$ cat config.mk
export PLATFORM = sky130hd
export DESIGN_NAME = video_sync_gen
export DESIGN_NICKNAME = d
export VERILOG_FILES = /design/src/rtl/video_sync_gen.sv
export SDC_FILE = /design/constraint.sdc
export NUM_CORES = 1
export LEC_CHECK = 0
export ABC_CLOCK_PERIOD_IN_PS = 2800
export CAP_MARGIN = 25
export CORE_MARGIN = 5
export CORE_UTILIZATION = 63
export DETAILED_ROUTE_END_ITERATION = 10
export DONT_BUFFER_PORTS = 1
export PLACE_DENSITY_LB_ADDON = 0.25
export SYNTH_ARGS = -nofsm -noshare
export SYNTH_HDL_FRONTEND = slang
export SYNTH_SLANG_ARGS = --single-unit
$ cat constraint.sdc
create_clock -name clk4mhz -period 2.8 [get_ports clk4mhz]
set_input_delay 0.56 -clock clk4mhz [delete_from_list [all_inputs] [get_ports clk4mhz]]
set_output_delay 0.56 -clock clk4mhz [all_outputs]
set_load 0.05 [all_outputs]
$ cat src/rtl/video_sync_gen.sv
// video_sync_gen
//   Composite video timing source clocked at 4 MHz. It produces csync,
//   vsync, burst and field, plus a synthetic target pixel stream that
//   replaces the camera and sync separator in bench and bring-up builds.
//   The target position is programmable at runtime. It is double-buffered,
//   so a new position only takes effect at a field boundary.
//
// Ports
//   clk4mhz      in   4 MHz system clock
//   reset        in   synchronous, active-high reset
//   tgt_load     in   one-cycle strobe; captures the three tgt_*_in values
//   tgt_en_in    in   target enable to capture
//   tgt_line_in  in   [8:0] target top line (v_cnt coordinate)
//   tgt_col_in   in   [8:0] target left column (active-column coordinate)
//   csync        out  composite sync, active-high
//   vsync        out  vertical sync, active-high
//   burst        out  colour-burst gate, active-high
//   field        out  field parity, toggles once per field
//   target       out  high while the scan is inside the target window
//   field_start  out  one-cycle pulse at the start of each field
//   line_cnt     out  [8:0] current v_cnt (debug)
//
// Every output is registered from the current counter values, so every
// output lags the counters by exactly one clock.
module video_sync_gen #(
    parameter int CLKS_PER_LINE   = 254,
    parameter int HSYNC_CLKS      = 19,
    parameter int LINES_PER_FIELD = 262,
    parameter int VSYNC_LINES     = 3,
    parameter int BURST_START     = 22,
    parameter int BURST_CLKS      = 10,
    parameter int TGT_W           = 4,
    parameter int TGT_H           = 3,
    parameter int TGT_LINE_DEF    = 120,
    parameter int TGT_COL_DEF     = 100
) (
    input  logic       clk4mhz,
    input  logic       reset,
    input  logic       tgt_load,
    input  logic       tgt_en_in,
    input  logic [8:0] tgt_line_in,
    input  logic [8:0] tgt_col_in,
    output logic       csync,
    output logic       vsync,
    output logic       burst,
    output logic       field,
    output logic       target,
    output logic       field_start,
    output logic [8:0] line_cnt
);

    // Parameter sanity checks, evaluated at elaboration.
    if (HSYNC_CLKS > BURST_START) begin : gChkBurstStart
        $error("HSYNC_CLKS must not exceed BURST_START");
    end
    if (BURST_START + BURST_CLKS > CLKS_PER_LINE) begin : gChkBurstEnd
        $error("burst must end within the line");
    end
    if (VSYNC_LINES >= LINES_PER_FIELD) begin : gChkVsync
        $error("VSYNC_LINES must be less than LINES_PER_FIELD");
    end
    if (CLKS_PER_LINE > 512 || LINES_PER_FIELD > 512) begin : gChkSize
        $error("line and field lengths must fit 9-bit counters");
    end

    localparam logic [8:0] H_LAST    = 9'(CLKS_PER_LINE - 1);
    localparam logic [8:0] V_LAST    = 9'(LINES_PER_FIELD - 1);
    localparam logic [8:0] HS_END    = 9'(HSYNC_CLKS);
    localparam logic [8:0] BROAD_END = 9'(CLKS_PER_LINE - HSYNC_CLKS);
    localparam logic [8:0] VS_END    = 9'(VSYNC_LINES);
    localparam logic [9:0] BURST_LO  = 10'(BURST_START);
    localparam logic [9:0] BURST_HI  = 10'(BURST_START + BURST_CLKS);
    localparam logic [9:0] TGT_H10   = 10'(TGT_H);
    localparam logic [9:0] TGT_W10   = 10'(TGT_W);
    localparam logic [8:0] LINE_DEF  = 9'(TGT_LINE_DEF);
    localparam logic [8:0] COL_DEF   = 9'(TGT_COL_DEF);

    logic [8:0] hCnt;
    logic [8:0] vCnt;
    logic       fieldCnt;

    logic       pendEn;
    logic [8:0] pendLine;
    logic [8:0] pendCol;
    logic       actEn;
    logic [8:0] actLine;
    logic [8:0] actCol;

    logic       lineEnd;
    logic       fieldEnd;
    logic       vsN;
    logic       csN;
    logic       burstN;
    logic       tgtN;
    logic       fsN;
    logic [8:0] col;
    logic       lineHit;
    logic       colHit;

    assign lineEnd  = (hCnt == H_LAST);
    assign fieldEnd = lineEnd && (vCnt == V_LAST);

    // Raster counters. fieldCnt flips together with the v_cnt wrap.
    always_ff @(posedge clk4mhz) begin
        if (reset) begin
            hCnt     <= '0;
            vCnt     <= '0;
            fieldCnt <= 1'b0;
        end else begin
            hCnt <= lineEnd ? 9'd0 : hCnt + 9'd1;
            if (lineEnd) begin
                vCnt <= fieldEnd ? 9'd0 : vCnt + 9'd1;
            end
            if (fieldEnd) begin
                fieldCnt <= ~fieldCnt;
            end
        end
    end

    // Target double buffer. The active copy loads only on the last clock
    // of a field. A tgt_load in that same clock lands in pending only,
    // because the non-blocking copy reads the old pending value.
    always_ff @(posedge clk4mhz) begin
        if (reset) begin
            pendEn   <= 1'b0;
            pendLine <= LINE_DEF;
            pendCol  <= COL_DEF;
            actEn    <= 1'b0;
            actLine  <= LINE_DEF;
            actCol   <= COL_DEF;
        end else begin
            if (fieldEnd) begin
                actEn   <= pendEn;
                actLine <= pendLine;
                actCol  <= pendCol;
            end
            if (tgt_load) begin
                pendEn   <= tgt_en_in;
                pendLine <= tgt_line_in;
                pendCol  <= tgt_col_in;
            end
        end
    end

    // Next-output decode from the current counter values.
    always_comb begin
        vsN     = (vCnt < VS_END);
        csN     = vsN ? (hCnt < BROAD_END) : (hCnt < HS_END);
        burstN  = !vsN && ({1'b0, hCnt} >= BURST_LO) && ({1'b0, hCnt} < BURST_HI);
        col     = hCnt - HS_END;
        // 10-bit upper bounds, so a window near the line or field end is
        // clipped by the raster instead of wrapping back to column/line 0.
        lineHit = ({1'b0, vCnt} >= {1'b0, actLine}) &&
                  ({1'b0, vCnt} <  {1'b0, actLine} + TGT_H10);
        colHit  = ({1'b0, col} >= {1'b0, actCol}) &&
                  ({1'b0, col} <  {1'b0, actCol} + TGT_W10);
        tgtN    = actEn && !vsN && (hCnt >= HS_END) && lineHit && colHit;
        fsN     = (hCnt == 9'd0) && (vCnt == 9'd0);
    end

    always_ff @(posedge clk4mhz) begin
        if (reset) begin
            csync       <= 1'b0;
            vsync       <= 1'b0;
            burst       <= 1'b0;
            field       <= 1'b0;
            target      <= 1'b0;
            field_start <= 1'b0;
            line_cnt    <= '0;
        end else begin
            csync       <= csN;
            vsync       <= vsN;
            burst       <= burstN;
            field       <= fieldCnt;
            target      <= tgtN;
            field_start <= fsN;
            line_cnt    <= vCnt;
        end
    end

endmodule

==> results.ini <==
[floorplanning]
core_sq_mm = 0.00596
initial_core_util = 0.651
die_area_sq_mm = 0.00782
die_w_um = 88.5
die_y_um = 88.5
boundaryPins = 37
core.rowCount = 28

[clocking]
clkLatencyLatePin_ns = 0.36
h-tree-depth = 3
post_cts_buffers = 0
cts_resized = 0
root_buffer = clkbuf_8
postCtsHoldBufs = 0
cts_sinks = 72
cts_tree = built
clock_path_buffers = 2
numCtsBuffers = 9
clk_pin_slew_ns = 0.08

[synthesis]
synthFlopType = dfxtp_1
netlist_area_sq_mm = 0.00388
ys_top_cells_by_area = dfxtp_1, ha_1, mux2i_1
netlist.area_leader.share = 0.372
yosysSeqAreaShare = 0.372
yosys_warnings = 0
avgSynthCellArea_sq_um = 9.23
synth_top_cell_by_area = dfxtp_1
yosysUniqueCellTypes = 49
ys_ff_latch = 72
synth_edf_count = 0
synthCells = 420
syn_nets = 486
synthArstFlopShare = 0

[timing]
clock-skew-final_ns = 0.0120
finalWorstSetupSlack_ns = 0.197
rsz0062_at_grt = no
fin_crit_sh = 0.930
hold_ws_ns = 0.264
hold_violations = 0
tightest_slew_ns = 0.597
fin_setup_tns_ns = 0
max_clock_freq_ghz = 0.384
maxSlewViolCount = 0
finalSetupViolCount = 0
relSlewSlack = 0.591
fin_crit_ns = 2.60

[power_and_ir_drop]
p_sw_uw = 478
clkPwrFrac = 0.443
power_per_cell_area_mw_per_mm2 = 512
peakVddDrop_uv = 446
internal_power_mw = 1.62
combPwrFrac = 0.046
power_mw = 2.10
p_leak_nw = 1.70
swShare = 0.227
seq_power_share = 0.512

[detailed_routing]
drc_errors = 0
dr.pass1.iters = 5
ant_nets = 0
wirelength_mm = 7.76
post_drt_wl_per_cell_um = 15.8
viasPerCell = 5.68
vias = 2796
drt_iter0_drc = 186

[final_layout]
mostFrequentLayoutCell = dfxtp_1
diodes = 0
drive_above_1_share = 0.0600
instances_no_fill = 492
final_cell_area_sq_mm = 0.00410
layout.nets = 478
synthToLayoutAreaGrowth_pct = 5.81
post-route-util = 0.689
final_cell_mix = dfxtp_1, nor2_1, ha_1

[placed_design]
placed_cell_area_sq_mm = 0.00387
io_buffers = 0
dpl.hpwl_mm = 5.62
gp_congestion = 0.956
dp_cells = 476
post-place-ws_ns = 0.224

[critical_path]
required_ns = 3.06
path_cells = ha_1, or3_1, a21oi_1, xor2_1, ha_1, nand4_1, or3_1, a311oi_1, nor4b_1
end_kind = register
crit_fanout = 7
cp_top_family = simple AND/OR/NAND/NOR gates
path_buf_inv = 0
critPathMaxStageDelay_ns = 0.37
startpoint_type = register
crit_arrival_ns = 2.86
slowest_stage = dfxtp_1
critPathKind = reg -> reg

[grt]
grt_max_degree = 57
grt_first_pass_wirelength_mm = 12.7
grt_usage = 0.215
grt_pass1_vias = 2670
grt_overflow = 0
antenna_found_initial = 0

[min_path]
hp-class = in -> reg

[outcome]
status = completed

[run]
max-cap-violations = 0

-- area by class of cell --
class	instances	area (sq um)
Timing Repair Buffer	4	30.0
Inverter	27	101
Tap cell	75	93.8
Clock buffer	10	138
Multi-Input combinational cell	298	2210
Clock inverter	6	92.6
Sequential cell	72	1440
Fill cell	479	1850
-- path summary, 6_finish.rpt --
path | startpoint | end | slack [ns] | depth (start not counted)
worst max-delay path | hCnt[0] | target | 0.20 | 9
worst min-delay path | reset | actEn | 0.26 | 1
worst max register to register | hCnt[0] | target | 0.20 | 9
worst min register to register | pendCol[2] | actCol[2] | 0.47 | 1
-- sequential cells by signal, summed over array words and instances (netlist names) --
signal	flops
actLine	9
csync	1
pendEn	1
actEn	1
field_start	1
burst	1
field	1
fieldCnt	1
line_cnt	9
pendLine	9
target	1
vCnt	9
hCnt	9
pendCol	9
actCol	9
vsync	1
-- synth_stat cells, types with 8 or more instances --
cell      number
dfxtp_1       72
nor2_1        60
ha_1          44
inv_1         27
mux2i_1       24
nor2b_1       19
xnor2_1       19
xor2_1        15
a211o_1       14
nand3_1       14
a21oi_1       10
clkbuf_1      10
nand2_1       10
o21ai_0        8
-- power groups by stage --
stage	sequential, mW	combinational (mW)	clock (mW)
final	1.08	0.0959	0.931
after floorplan	1.09	0.100	0
after global routing	1.08	0.111	1.01
after global placement	1.10	0.0927	0
after detailed placement	1.10	0.0949	0
after CTS	1.08	0.0961	0.951
-- metal layers --
layer,global-route usage,part of all wire,routed length (um)
met2,0.309,0.43,3300
met5,0,0,0
met1,0.308,0.49,3840
met3,0.0531,0.060,464
met4,0.0838,0.020,157
-- cells by family (layout without fill, tap and decap cells) --
kind of cell / after synthesis / count (layout) / synth area share
AO/OA/AOI/OAI: 57 / 57 / 0.106
XOR/XNOR: 34 / 34 / 0.0768
adder cells (fa/ha/maj): 44 / 44 / 0.142
buffers and inverters: 50 / 47 / 0.0594
flip-flops: 72 / 72 / 0.372
multiplexers: 24 / 24 / 0.0620
AND/OR/NAND/NOR: 139 / 139 / 0.182
Power figures use the tool's default switching activity.
